**src/rtl/video_filter_sched.sv**
```systemverilog
// Frame-aware AXI4-Stream scheduler that steers whole frames through a pixel filter or around it.
// Optional frame counter is enabled by defining VIDEO_FILTER_SCHED_FRAME_CNT_EN.
module video_filter_sched #(
  parameter int DATA_WIDTH      = 24,
  parameter int MAX_OUTSTANDING = 16
) (
  input  logic                  aclk,
  input  logic                  aresetn,
  input  logic                  cfg_mode,
  input  logic [DATA_WIDTH-1:0] s_axis_tdata,
  input  logic                  s_axis_tvalid,
  output logic                  s_axis_tready,
  input  logic                  s_axis_tlast,
  input  logic                  s_axis_tuser,
  output logic [DATA_WIDTH-1:0] m_proc_tdata,
  output logic                  m_proc_tvalid,
  input  logic                  m_proc_tready,
  output logic                  m_proc_tlast,
  output logic                  m_proc_tuser,
  input  logic [DATA_WIDTH-1:0] s_proc_tdata,
  input  logic                  s_proc_tvalid,
  output logic                  s_proc_tready,
  input  logic                  s_proc_tlast,
  input  logic                  s_proc_tuser,
  output logic [DATA_WIDTH-1:0] m_axis_tdata,
  output logic                  m_axis_tvalid,
  input  logic                  m_axis_tready,
  output logic                  m_axis_tlast,
  output logic                  m_axis_tuser,
  output logic                  cur_mode,
  output logic                  busy,
  output logic                  err_spurious,
  output logic [15:0]           frame_cnt
);

  localparam int CNT_W = $clog2(MAX_OUTSTANDING + 1);

  typedef enum logic [1:0] {
    ST_BYPASS,
    ST_PROC,
    ST_DRAIN
  } state_e;

  state_e                state_q, state_d;
  logic                  curMode_q, curMode_d;
  logic                  target_q, target_d;
  logic [CNT_W-1:0]      outstanding_q, outstanding_d;
  logic                  outFull_q, outFull_d;
  logic [DATA_WIDTH-1:0] outData_q, outData_d;
  logic                  outLast_q, outLast_d;
  logic                  outUser_q, outUser_d;
  logic                  errSpur_q, errSpur_d;

  logic                  loadAllowed, sofSwitch, roomInFilter, loadEn;
  logic                  mprocHs, sprocHs, decOk;
  logic [DATA_WIDTH-1:0] ldData;
  logic                  ldLast, ldUser;

  assign loadAllowed  = !outFull_q || m_axis_tready;
  assign sofSwitch    = s_axis_tvalid && s_axis_tuser && (cfg_mode != curMode_q);
  assign roomInFilter = outstanding_q < CNT_W'(MAX_OUTSTANDING);

  assign m_proc_tdata = s_axis_tdata;
  assign m_proc_tlast = s_axis_tlast;
  assign m_proc_tuser = s_axis_tuser;

  always_comb begin
    state_d       = state_q;
    curMode_d     = curMode_q;
    target_d      = target_q;
    s_axis_tready = 1'b0;
    m_proc_tvalid = 1'b0;
    s_proc_tready = loadAllowed;
    loadEn        = s_proc_tvalid && loadAllowed;
    ldData        = s_proc_tdata;
    ldLast        = s_proc_tlast;
    ldUser        = s_proc_tuser;
    case (state_q)
      ST_BYPASS: begin
        // Stray filter returns are swallowed here, so the output mux takes the input stream.
        s_proc_tready = 1'b1;
        loadEn        = 1'b0;
        ldData        = s_axis_tdata;
        ldLast        = s_axis_tlast;
        ldUser        = s_axis_tuser;
        if (sofSwitch) begin
          target_d = cfg_mode;
          state_d  = ST_DRAIN;
        end else begin
          s_axis_tready = loadAllowed;
          loadEn        = s_axis_tvalid && loadAllowed;
        end
      end
      ST_PROC: begin
        if (sofSwitch) begin
          target_d = cfg_mode;
          state_d  = ST_DRAIN;
        end else begin
          m_proc_tvalid = s_axis_tvalid && roomInFilter;
          s_axis_tready = m_proc_tready && roomInFilter;
        end
      end
      ST_DRAIN: begin
        if (outstanding_q == '0) begin
          curMode_d = target_q;
          state_d   = target_q ? ST_PROC : ST_BYPASS;
        end
      end
      default: state_d = ST_BYPASS;
    endcase
  end

  // A return with an empty counter is flagged and never allowed to wrap it.
  assign mprocHs = m_proc_tvalid && m_proc_tready;
  assign sprocHs = s_proc_tvalid && s_proc_tready;
  assign decOk   = sprocHs && ((outstanding_q != '0) || mprocHs);

  always_comb begin
    outstanding_d = outstanding_q;
    case ({mprocHs, decOk})
      2'b10:   outstanding_d = outstanding_q + CNT_W'(1);
      2'b01:   outstanding_d = outstanding_q - CNT_W'(1);
      default: outstanding_d = outstanding_q;
    endcase
    errSpur_d = errSpur_q || (sprocHs && (outstanding_q == '0) && !mprocHs);
    outFull_d = outFull_q;
    outData_d = outData_q;
    outLast_d = outLast_q;
    outUser_d = outUser_q;
    if (loadEn) begin
      outFull_d = 1'b1;
      outData_d = ldData;
      outLast_d = ldLast;
      outUser_d = ldUser;
    end else if (m_axis_tready) begin
      outFull_d = 1'b0;
    end
  end

  always_ff @(posedge aclk or negedge aresetn) begin
    if (!aresetn) begin
      state_q       <= ST_BYPASS;
      curMode_q     <= 1'b0;
      target_q      <= 1'b0;
      outstanding_q <= '0;
      outFull_q     <= 1'b0;
      outData_q     <= '0;
      outLast_q     <= 1'b0;
      outUser_q     <= 1'b0;
      errSpur_q     <= 1'b0;
    end else begin
      state_q       <= state_d;
      curMode_q     <= curMode_d;
      target_q      <= target_d;
      outstanding_q <= outstanding_d;
      outFull_q     <= outFull_d;
      outData_q     <= outData_d;
      outLast_q     <= outLast_d;
      outUser_q     <= outUser_d;
      errSpur_q     <= errSpur_d;
    end
  end

  assign m_axis_tvalid = outFull_q;
  assign m_axis_tdata  = outData_q;
  assign m_axis_tlast  = outLast_q;
  assign m_axis_tuser  = outUser_q;
  assign cur_mode      = curMode_q;
  assign busy          = (state_q == ST_DRAIN);
  assign err_spurious  = errSpur_q;

`ifdef VIDEO_FILTER_SCHED_FRAME_CNT_EN
  logic [15:0] frameCnt_q;

  always_ff @(posedge aclk or negedge aresetn) begin
    if (!aresetn) begin
      frameCnt_q <= '0;
    end else if (s_axis_tvalid && s_axis_tready && s_axis_tuser) begin
      frameCnt_q <= frameCnt_q + 16'd1;
    end
  end

  assign frame_cnt = frameCnt_q;
`else
  assign frame_cnt = '0;
`endif

endmodule

```
**config.mk**
```make
export PLATFORM = sky130hd
export DESIGN_NAME = video_filter_sched
export DESIGN_NICKNAME = d
export VERILOG_FILES = /design/src/rtl/video_filter_sched.sv
export SDC_FILE = /design/constraint.sdc
export NUM_CORES = 1
export LEC_CHECK = 0
export CAP_MARGIN = 10
export CORE_MARGIN = 3
export CORE_UTILIZATION = 42
export CTS_BUF_LIST = sky130_fd_sc_hd__clkbuf_2 sky130_fd_sc_hd__clkbuf_4 sky130_fd_sc_hd__clkbuf_8
export CTS_CLUSTER_DIAMETER = 40
export DETAILED_ROUTE_END_ITERATION = 8
export PLACE_DENSITY = 0.95
export SLEW_MARGIN = 20
export SYNTH_ARGS = -nofsm -noshare
export SYNTH_HDL_FRONTEND = slang
export SYNTH_SLANG_ARGS = --single-unit
```
**constraint.sdc**
```tcl
create_clock -name aclk -period 7 [get_ports aclk]
set_input_delay 1.4 -clock aclk [delete_from_list [all_inputs] [get_ports aclk]]
set_output_delay 1.4 -clock aclk [all_outputs]
set_load 0.005 [all_outputs]
```
== Word level (Yosys, flattened, before mapping) ==
Index checks and enable logic that the tools add are counted.

* Output and inout bits: 75
* Flip-flop bits (word level): 37
* Word-level logic and storage cells: 62
* Bits in latches: 0
* Bits of input ports: 59
* RAM bits: 0
* Memories: 0
* Memory bits (read-only): 0

* Magnitude comparators: 1
* Reductions and logical operators: 25
* $add $sub $neg: 2
* Multipliers: 0
* Equality and inequality tests: 7
* Shift-type cells: 0
* Bitwise logic cells: 0
* Mux-type cells: 18
* Divide/modulo/power cells: 0

{| class="wikitable"
|+ Operator list
! cell !! number
|-
| two-way mux 24 bit || 1
|-
| two-way mux 1 bit || 12
|-
| logical AND 1 bit || 11
|-
| one-hot mux 5 bit (2 select lines) || 1
|-
| AND reduction 2 bit || 3
|-
| adder 5 x 1 -> 5 bit, second input constant || 1
|-
| zero test 5 bit || 1
|-
| less-than comparator 5 bit, second input constant || 1
|-
| nonzero test 5 bit || 1
|-
| subtractor 5 x 1 -> 5 bit, second input constant || 1
|-
| equality test 2 x 1 -> 1 bit, second input constant || 2
|-
| equality test 2 bit, second input constant || 2
|-
| two-way mux 2 bit || 2
|-
| != test 2 x 1 -> 1 bit, second input constant || 2
|-
| one-hot mux 2 bit (2 select lines) || 1
|-
| nonzero test 2 bit || 2
|-
| logical OR 1 bit || 3
|-
| zero test 1 bit || 2
|-
| zero test 2 bit || 1
|-
| one-hot mux 1 bit (2 select lines) || 1
|-
| OR reduction 2 bit || 1
|-
| != test 1 bit || 1
|}

== Longest topological paths before layout ==
Gate-level depths: netlist of run 1.

* Depth in word-level cells: 9
* Gate-level depth with buffers: 13

== Least setup slack after synthesis of run 1 ==
Ideal clock, no wire load.

* Kind: input -> register
* Start point: input cfg_mode
* End point: register outstanding_q[4]
* Arrival time: 3.521 ns
* Path slack: 3.324 ns
* Stages: 10
* Required time: 6.846 ns
* Cell sequence: xor2_1 > a21bo_2 > or2_2 > a21oi_1 > ha_1 > ha_1 > nor2b_1 > o21a_1 > o311ai_0 > o311ai_0

* Word-level cells in the longest chain between the ends: 9
* Elaborated cells on any way between the ends: 11
* Classes of those cells: eq/ne (3); mux (3); reduce/logical (5)

{| class="wikitable"
|+ Ends and longest elaborated chain
! what !! RTL line !! source
|-
| start, declared || 9 || <nowiki>input logic cfg_mode,</nowiki>
|-
| != test 1 bit (*) || 60 || <nowiki>assign sofSwitch = s_axis_tvalid && s_axis_tuser && (cfg_mode != curMode_q);</nowiki>
|-
| logical AND 1 bit (*) || 60 ||
|-
| two-way mux 1 bit (*) || 95 || <nowiki>if (sofSwitch) begin</nowiki>
|-
| two-way mux 1 bit (*) || 78 || <nowiki>case (state_q)</nowiki>
|-
| logical AND 1 bit (*) || 114 || <nowiki>assign mprocHs = m_proc_tvalid && m_proc_tready;</nowiki>
|-
| logical OR 1 bit || 116 || <nowiki>assign decOk = sprocHs && ((outstanding_q != '0) || mprocHs);</nowiki>
|-
| logical AND 1 bit || 116 ||
|-
| equality test 2 x 1 -> 1 bit / equality test 2 bit (equally long branches) || 120 || <nowiki>case ({mprocHs, decOk})</nowiki>
|-
| one-hot mux 5 bit (2 select lines) / nonzero test 2 bit (equally long branches) || n/a ||
|-
| end signal, assigned || 155 || <nowiki>outstanding_q <= outstanding_d;</nowiki>
|-
| end, declared || 47 || <nowiki>logic [CNT_W-1:0] outstanding_q, outstanding_d;</nowiki>
|}

Mark *: on every way between the ends. The rest lies on a longest branch, timed or not.
A chain may end at the register's enable or synchronous reset.

== Worst setup path in the final report of run 1 ==
* Start point: input cfg_mode
* End point: output m_proc_tvalid

* Word-level cells in the longest chain between the ends: 4

{| class="wikitable"
|+ Ends and longest elaborated chain
! what !! RTL line !! source
|-
| != test 1 bit || 60 ||
|-
| logical AND 1 bit || 60 ||
|-
| two-way mux 1 bit || 95 ||
|-
| two-way mux 1 bit || 78 ||
|-
| end, declared || 16 || <nowiki>output logic m_proc_tvalid,</nowiki>
|}

Every way passes these cells.

==> results of run 1 <==
worst max-delay path, stage by stage:
cell,delay [ns]
clkdlybuf4s50_1,0.44
xor2_1,0.17
a21bo_2,0.25
nor4b_1,0.25
clkdlybuf4s50_1,0.56
final timing paths:
check                                       start                      endpoint  slack, ns  cells after the start
max                                      cfg_mode                 m_proc_tvalid       2.54                      5
min                        err_spurious$_DFF_PN0_        err_spurious$_DFF_PN0_       0.50                      1
max reg2reg                state_q[0]$_DFFE_PN0P_  outstanding_q[4]$_DFFE_PN0P_       3.96                     11
min reg2reg                err_spurious$_DFF_PN0_        err_spurious$_DFF_PN0_       0.50                      1
max in group asynchronous                 aresetn   m_axis_tdata[8]$_DFFE_PN0P_       5.28                      1
min in group asynchronous                 aresetn      m_axis_tlast$_DFFE_PN0P_       1.21                      1
routing by layer:
| layer | vias up | part of all wire | track usage |
|---|---|---|---|
| met1 | 825 | 0.36 | 0.1804 |
| met5 | - | 0 | 0 |
| met3 | 4 | 0.088 | 0.05269 |
| met4 | 0 | 0.0056 | 0.03716 |
| met2 | 79 | 0.55 | 0.3088 |
| li1 | 809 | - | - |
Yosys cell counts, types with 2 or more instances:
library cell,number,share of area
dfrtp_1,37,0.40
ha_1,4,0.022
buf_4,43,0.14
mux2_2,53,0.26
o311ai_0,2,0.0075
a21oi_1,2,0.0043
nand2_1,6,0.0097
nand2b_1,2,0.0054
buf_8,2,0.013
nand3_1,2,0.0043
inv_1,5,0.0081
xor2_1,3,0.011
o21ai_0,5,0.011
buf_6,2,0.0097
nor2_1,6,0.0097
final cells by class:
class | count | area share
clock buffer | 8 | 0.02723
sequential | 37 | 0.2760
timing repair buffer | 118 | 0.3499
multi-input combinational | 122 | 0.3152
inverter | 5 | 0.005595
tap | 70 | 0.02611
per-stage QoR:
stage / std cells / total power, mW / instance area, µm² / hold slack, ns / utilization
2_1_floorplan: 212 / 0.8080 / 2379 / 0.4602 / -
3_3_place_gp: 352 / 1.061 / 3263 / 0.4705 / 0.6230
3_5_place_dp: 352 / 1.083 / 3263 / 0.4759 / 0.6230
4_1_cts: 360 / 1.238 / 3354 / 0.4984 / 0.6405
5_1_grt: 360 / 1.315 / 3354 / 0.5121 / 0.6405
6_report: 360 / 1.221 / 3354 / 0.4967 / 0.6405
flip-flops by register name, summed over array words and instances (netlist names):
| name | count |
|---|---|
| cur_mode | 1 |
| err_spurious | 1 |
| m_axis_tdata | 24 |
| m_axis_tlast | 1 |
| m_axis_tuser | 1 |
| m_axis_tvalid | 1 |
| outstanding_q | 5 |
| state_q | 2 |
| target_q | 1 |
where the power goes:
group | internal (mW) | leakage, nW | switching [mW]
logic | 0.428 | 0.897 | 0.248
clock network | 0.0823 | 0.0498 | 0.0677
registers | 0.324 | 0.437 | 0.0712
total | 0.834 | 1.38 | 0.387
logic make-up (layout without fill, tap and decap cells):
| family | Yosys count | count (layout) | share of synthesized area |
|---|---|---|---|
| multiplexers | 55 | 55 | 0.2678 |
| buffers and inverters | 53 | 131 | 0.1713 |
| flip-flops | 37 | 37 | 0.3987 |
| AND/OR/NAND/NOR | 24 | 24 | 0.05442 |
| AO/OA/AOI/OAI | 18 | 18 | 0.06089 |
| adder cells (fa/ha/maj) | 5 | 5 | 0.03017 |
| XOR/XNOR | 4 | 4 | 0.01509 |
| other | 1 | 16 | 0.001615 |
==> impl_metrics.py, run 1 <==
metrics = {
    "die": {
        "std_cell_rows": 26,
        "die_h_um": 80.36,
        "io_pins": 134,
        "dieArea_um2": 6458,
        "die_x_um": 80.36,
        "coreArea_um2": 5238,
        "start_util": 0.4434,
    },
    "finish": {
        "layout-drive-gt1-share": 0.2379,
        "layout_commonest_cell": "clkdlybuf4s50_1",
        "final_net_count": 353,
        "area_growth_pct": 44.45,
        "fillers": 402,
        "mostFrequentLayoutCells": "clkdlybuf4s50_1 (116), mux2_2 (53), dfrtp_1 (37)",
        "ff_latch_area_um2": 925.9,
        "multi_input_area_um2": 1057,
        "antenna_cells": 0,
    },
    "grt": {
        "grt_usage": 0.1653,
        "grt_pass1_vias": 1780,
        "grt_pass1_wl_um": 8342,
        "grt_max_degree": 38,
        "antenna_found_initial": 0,
        "grt_overflow": 0,
    },
    "hold_path": {
        "hold_path_class": "flop to flop",
    },
    "timing": {
        "finalSetupViolCount": 0,
        "slew_viol_final": 0,
        "timing.setup.tns_ns": 0,
        "period_needed_ns": 4.461,
        "skew_ns": 0.003477,
        "post-route-period-util": 0.6373,
        "rsz0062_at_grt": "false",
        "hold_viol": 0,
        "worstMarginPinSlew_ns": 0.9202,
        "fin_ws_ns": 2.539,
        "timing.fmax_mhz": 224.2,
        "relSlewSlack": 0.3866,
    },
    "yosys": {
        "syn_inst": 197,
        "ys_types": 38,
        "yosysWarnings": 0,
        "yosysSeqAreaShare": 0.3987,
        "synth_area_um2": 2322,
        "synth_seq_cells": 37,
        "synth_edf_count": 0,
        "async_flop_share": 1.000,
        "synthFlopType": "dfrtp_1",
        "syn_avg_cell_area_um2": 11.79,
    },
    "clock_network": {
        "clock_latency_ns": 0.28,
        "cts_sinks": 37,
        "hold_buffers": 0,
        "ctsResizeCount": 0,
        "cts_made_buffers": 5,
        "h-tree-depth": 2,
        "root_buffer": "clkbuf_8",
        "cts_setup_buffers": 0,
        "clk_path_buf_depth": 2,
        "cts_tree": "yes",
        "path_clk_slew_ns": 0.07,
    },
    "pwr": {
        "ir_drop_uv": 240.0,
        "power.density_nw_per_um2": 364.0,
        "p_leak_nw": 1.384,
    },
    "place": {
        "io_buffers": 117,
        "hpwl_um": 4093,
        "routabilityCongestion": 0.7520,
        "place_ws_ns": 2.544,
    },
    "routing": {
        "drc": 0,
        "drt_pass1_iterations": 4,
        "drt_iter0_markers": 30,
        "wire_per_inst_um": 14.45,
        "num_vias": 1717,
        "finalWirelength_um": 5203,
        "vias_per_cell": 4.769,
        "drtAntennaViolNets": 0,
    },
    "critical_path": {
        "start_kind": "input port",
        "critPathArrivalTime_ns": 3.06,
        "endpoint_kind": "output port",
        "critPathKind": "input port to output port",
        "critPathMaxFanout": 3,
        "cp.required_ns": 5.60,
    },
    "job": {
        "maxCapViolations": 0,
    },
    "status": {
        "outcome": "finished, final reports clean",
    },
}
Note: power is estimated with default switching activity, not from simulation.
==> inputs of run 2 (changes only) <==
- CORE_UTILIZATION: 42 -> 39
- PLACE_DENSITY: 0.95 -> 0.92
- clock period: 7 -> 4.23 ns (I/O delays scaled with it)
==> impl_metrics.py, run 2 (synthesis gave the netlist of run 1 again) <==
metrics = {
    "status": {
        "outcome": "finished, final reports clean",
    },
    "finish": {
        "area_growth_pct": 45.80,
        "largest_reg_flops": 24,
        "antenna_cells": 0,
        "layoutNonFillerInstCount": 362,
        "final_net_count": 353,
        "fin_util": 0.6001,
        "layout_commonest_cell": "clkdlybuf4s50_1",
        "layout-drive-gt1-share": 0.2379,
        "mostFrequentLayoutCells": "clkdlybuf4s50_1 (116), mux2_2 (53), dfrtp_1 (37)",
    },
    "timing": {
        "slew_viol_final": 0,
        "timing.setup.tns_ns": 0,
        "finalSetupViolCount": 0,
        "relSlewSlack": 0.4055,
        "post-route-period-util": 0.8300,
        "whs_ns": 0.5051,
        "hold_viol": 0,
        "fin_ws_ns": 0.7193,
        "period_needed_ns": 3.511,
        "skew_ns": 0.007321,
        "worstMarginPinSlew_ns": 0.8917,
        "rsz0062_at_grt": "false",
        "timing.fmax_mhz": 284.8,
    },
    "routing": {
        "finalWirelength_um": 5571,
        "vias_per_cell": 4.699,
        "drt_pass1_iterations": 4,
        "num_vias": 1701,
        "wire_per_inst_um": 15.39,
        "drtAntennaViolNets": 0,
        "drc": 0,
        "drt_iter0_markers": 42,
    },
    "place": {
        "io_buffers": 117,
        "numPlacedInstances": 354,
        "place_ws_ns": 0.4401,
        "hpwl_um": 4491,
        "routabilityCongestion": 0.8521,
    },
    "die": {
        "die_h_um": 83.17,
        "dieArea_um2": 6916,
        "die_x_um": 83.17,
        "std_cell_rows": 27,
        "io_pins": 134,
        "start_util": 0.4116,
        "coreArea_um2": 5642,
    },
    "clock_network": {
        "root_buffer": "clkbuf_8",
        "clock_latency_ns": 0.28,
        "path_clk_slew_ns": 0.08,
        "clk_path_buf_depth": 2,
        "h-tree-depth": 2,
        "hold_buffers": 0,
        "cts_sinks": 37,
        "ctsResizeCount": 0,
        "cts_setup_buffers": 0,
        "cts_tree": "yes",
        "cts_made_buffers": 5,
    },
    "grt": {
        "grt_overflow": 0,
        "antenna_found_initial": 0,
        "grt_usage": 0.1547,
        "grt_pass1_wl_um": 8811,
        "grt_pass1_vias": 1715,
        "grt_max_degree": 38,
    },
    "critical_path": {
        "reg2reg_to": "outstanding_q[4]$_DFFE_PN0P_",
        "r2r_start": "state_q[0]$_DFFE_PN0P_",
        "start_kind": "input port",
        "worst-r2r-cell-count": 11,
        "cp.required_ns": 4.36,
        "endpoint_kind": "flop",
        "critPathKind": "input port to flop",
        "critPathMaxFanout": 8,
        "rrSetupSlack_ns": 1.24,
        "critPathArrivalTime_ns": 3.64,
    },
    "hold_path": {
        "hold_path_class": "flop to flop",
        "min-delay-start": "err_spurious$_DFF_PN0_",
        "whs_endpoint": "err_spurious$_DFF_PN0_",
        "hold_path_depth": 1,
    },
    "pwr": {
        "ir_drop_uv": 310.8,
        "p_leak_nw": 1.391,
        "power.density_nw_per_um2": 618.6,
    },
    "job": {
        "maxCapViolations": 0,
    },
}
==> run 2: cell types whose count changed in the layout (fill, tap and decap cells not counted), sizes merged <==
cell | before | now
bufinv | 0 | 1
clkinvlp | 0 | 1
clkbuf | 8 | 6
==> run 2: how the worst max path moves through the flow <==
stage | slack (ns) | endpoint | cells after the start | startpoint
floorplan | 1.11 | outstanding_q[4]$_DFFE_PN0P_ | 10 | cfg_mode
global placement | 0.56 | outstanding_q[4]$_DFFE_PN0P_ | 11 | cfg_mode
detailed placement | 0.44 | outstanding_q[4]$_DFFE_PN0P_ | 11 | cfg_mode
CTS | 0.74 | outstanding_q[4]$_DFFE_PN0P_ | 11 | cfg_mode
global route | 0.53 | outstanding_q[4]$_DFFE_PN0P_ | 11 | cfg_mode
finish | 0.72 | outstanding_q[4]$_DFFE_PN0P_ | 11 | cfg_mode
==> run 2: metal layers <==
layer / share of wire / vias up / track usage
li1: - / 806 / -
met1: 0.39 / 821 / 0.1666
met2: 0.54 / 72 / 0.3003
met3: 0.067 / 2 / 0.04365
met4: 0.0023 / 0 / 0.02675
met5: 0 / - / 0
==> run 2: cell type report <==
class / count / area (µm²)
Timing Repair Buffer: 118 / 1174
Clock buffer: 6 / 82.58
Fill cell: 461 / 2256
Multi-Input combinational cell: 122 / 1057
Clock inverter: 2 / 37.54
Inverter: 5 / 18.77
Tap cell: 72 / 90.09
Sequential cell: 37 / 925.9
==> run 2: worst max-delay path: stages <==
cell and delay, ns:
clkdlybuf4s50_1 0.43, xor2_1 0.16, a21bo_2 0.25, or2_2 0.31, a21oi_1 0.14, ha_1 0.33, ha_1 0.33, nor2b_1 0.17
o21a_1 0.19, o311ai_0 0.30, o311ai_0 0.19
==> run 2: stage by stage <==
stage	instance area (µm²)	power, mW
after global routing	3386	2.239
after floorplan	2379	1.337
after global placement	3266	1.752
final	3386	2.095
after CTS	3386	2.123
after detailed placement	3266	1.805
==> run 2: where the power goes <==
part           internal (mW)  leakage [nW]  switching (mW)  total [mW]
sequential             0.536         0.437           0.116       0.652
combinational          0.709         0.897           0.416        1.13
clock                  0.192        0.0574           0.125       0.317
total                   1.44          1.39           0.658        2.09
==> inputs of run 3 (changes only) <==
- clock period: 4.23 -> 3.3 ns (I/O delays scaled with it)
==> impl_metrics.py, run 3 (synthesis gave the netlist of run 1 again) <==
metrics = {
    "place": {
        "hpwl_um": 4677,
        "routabilityCongestion": 0.7946,
        "place_ws_ns": -0.2069,
        "io_buffers": 117,
    },
    "routing": {
        "drc": 0,
        "drt_iter0_markers": 66,
        "drt_pass1_iterations": 4,
        "num_vias": 1769,
        "drtAntennaViolNets": 0,
        "wire_per_inst_um": 15.66,
        "vias_per_cell": 4.833,
        "finalWirelength_um": 5730,
    },
    "timing": {
        "period_needed_ns": 3.078,
        "fin_ws_ns": 0.2222,
        "post-route-period-util": 0.9327,
        "skew_ns": 0.01092,
        "worstMarginPinSlew_ns": 0.8128,
        "finalSetupViolCount": 0,
        "hold_viol": 0,
        "timing.fmax_mhz": 324.9,
        "rsz0062_at_grt": "false",
        "slew_viol_final": 0,
        "relSlewSlack": 0.4581,
    },
    "critical_path": {
        "start_kind": "input port",
        "cp.required_ns": 3.44,
        "critPathKind": "input port to flop",
        "critPathArrivalTime_ns": 3.22,
        "critPathMaxFanout": 3,
        "endpoint_kind": "flop",
    },
    "clock_network": {
        "h-tree-depth": 2,
        "path_clk_slew_ns": 0.08,
        "ctsResizeCount": 0,
        "cts_made_buffers": 5,
        "clock_latency_ns": 0.29,
        "root_buffer": "clkbuf_8",
        "clk_path_buf_depth": 2,
        "hold_buffers": 0,
        "cts_sinks": 37,
        "cts_tree": "yes",
        "cts_setup_buffers": 0,
    },
    "finish": {
        "final_net_count": 357,
        "mostFrequentLayoutCells": "clkdlybuf4s50_1 (116), mux2_2 (53), dfrtp_1 (37)",
        "largest_reg_flops": 24,
        "area_growth_pct": 46.07,
        "layout_commonest_cell": "clkdlybuf4s50_1",
        "antenna_cells": 0,
        "fillers": 447,
        "layout-drive-gt1-share": 0.2483,
    },
    "die": {
        "coreArea_um2": 5642,
        "die_h_um": 83.17,
        "dieArea_um2": 6916,
        "io_pins": 134,
        "start_util": 0.4116,
        "std_cell_rows": 27,
        "die_x_um": 83.17,
    },
    "status": {
        "outcome": "finished, final reports clean",
    },
    "pwr": {
        "ir_drop_uv": 491.6,
        "power.density_nw_per_um2": 783.4,
        "p_leak_nw": 1.405,
        "p_total_mw": 2.657,
    },
    "job": {
        "maxCapViolations": 0,
    },
    "grt": {
        "grt_usage": 0.1676,
        "grt_max_degree": 38,
        "antenna_found_initial": 0,
        "grt_pass1_wl_um": 9570,
        "grt_pass1_vias": 1907,
        "grt_overflow": 0,
    },
    "hold_path": {
        "hold_path_class": "input port to asynchronous set/reset pin",
    },
}
run 3: path summary, 6_finish.rpt:
check | startpoint | end | slack (ns) | cells after the start
worst max-delay path | cfg_mode | outstanding_q[4]$_DFFE_PN0P_ | 0.22 | 11
worst min-delay path | aresetn | m_axis_tdata[17]$_DFFE_PN0P_ | 0.46 | 1
worst max register to register | outstanding_q[0]$_DFFE_PN0P_ | outstanding_q[4]$_DFFE_PN0P_ | 0.54 | 9
worst min register to register | m_axis_tdata[15]$_DFFE_PN0P_ | m_axis_tdata[15]$_DFFE_PN0P_ | 0.51 | 1
max in group asynchronous | aresetn | m_axis_tdata[5]$_DFFE_PN0P_ | 2.32 | 1
min in group aclk | m_axis_tdata[15]$_DFFE_PN0P_ | m_axis_tdata[15]$_DFFE_PN0P_ | 0.51 | 1
run 3: report_power, final:
| part | internal [mW] | leakage (nW) | switching, mW |
|---|---|---|---|
| combinational | 0.933 | 0.917 | 0.554 |
| sequential | 0.687 | 0.437 | 0.155 |
| clock | 0.169 | 0.0512 | 0.159 |
run 3: final cells by class:
| type | instances | area [µm²] | area share |
|---|---|---|---|
| clock buffer | 6 | 82.58 | 0.02435 |
| clock inverter | 2 | 13.76 | 0.004058 |
| inverter | 5 | 18.77 | 0.005533 |
| multi-input combinational | 122 | 1057 | 0.3117 |
| sequential | 37 | 925.9 | 0.2730 |
| tap | 72 | 90.09 | 0.02656 |
| timing repair buffer | 122 | 1204 | 0.3548 |
run 3: per-stage QoR:
stage               hold slack (ns)  instances  area, µm²  setup TNS [ns]    util
global placement             0.4780        358       3296               0  0.5842
finish                       0.4609        366       3392               0  0.6012
global route                 0.5233        366       3392               0  0.6012
CTS                          0.4901        366       3392               0  0.6012
floorplan                    0.3644        212       2379               0       -
detailed placement           0.4947        358       3296         -0.2069  0.5842
run 3: worst max-delay path, cell delays in order:
cell and delay [ns]:
clkdlybuf4s50_1 0.43, xor2_1 0.16, a21bo_2 0.23, or2_2 0.30, a21oi_1 0.17, ha_1 0.23, ha_1 0.25, nor2b_1 0.14
o21a_1 0.20, o311ai_1 0.28, o311ai_0 0.18
run 3: routing by layer:
metal | wire length [µm] | global-route usage | vias up
met2 | 3197 | 0.3222 | 87
met5 | 0 | 0 | -
met1 | 2019 | 0.1813 | 852
met3 | 463 | 0.04861 | 8
met4 | 50 | 0.03120 | 0
li1 | - | - | 822
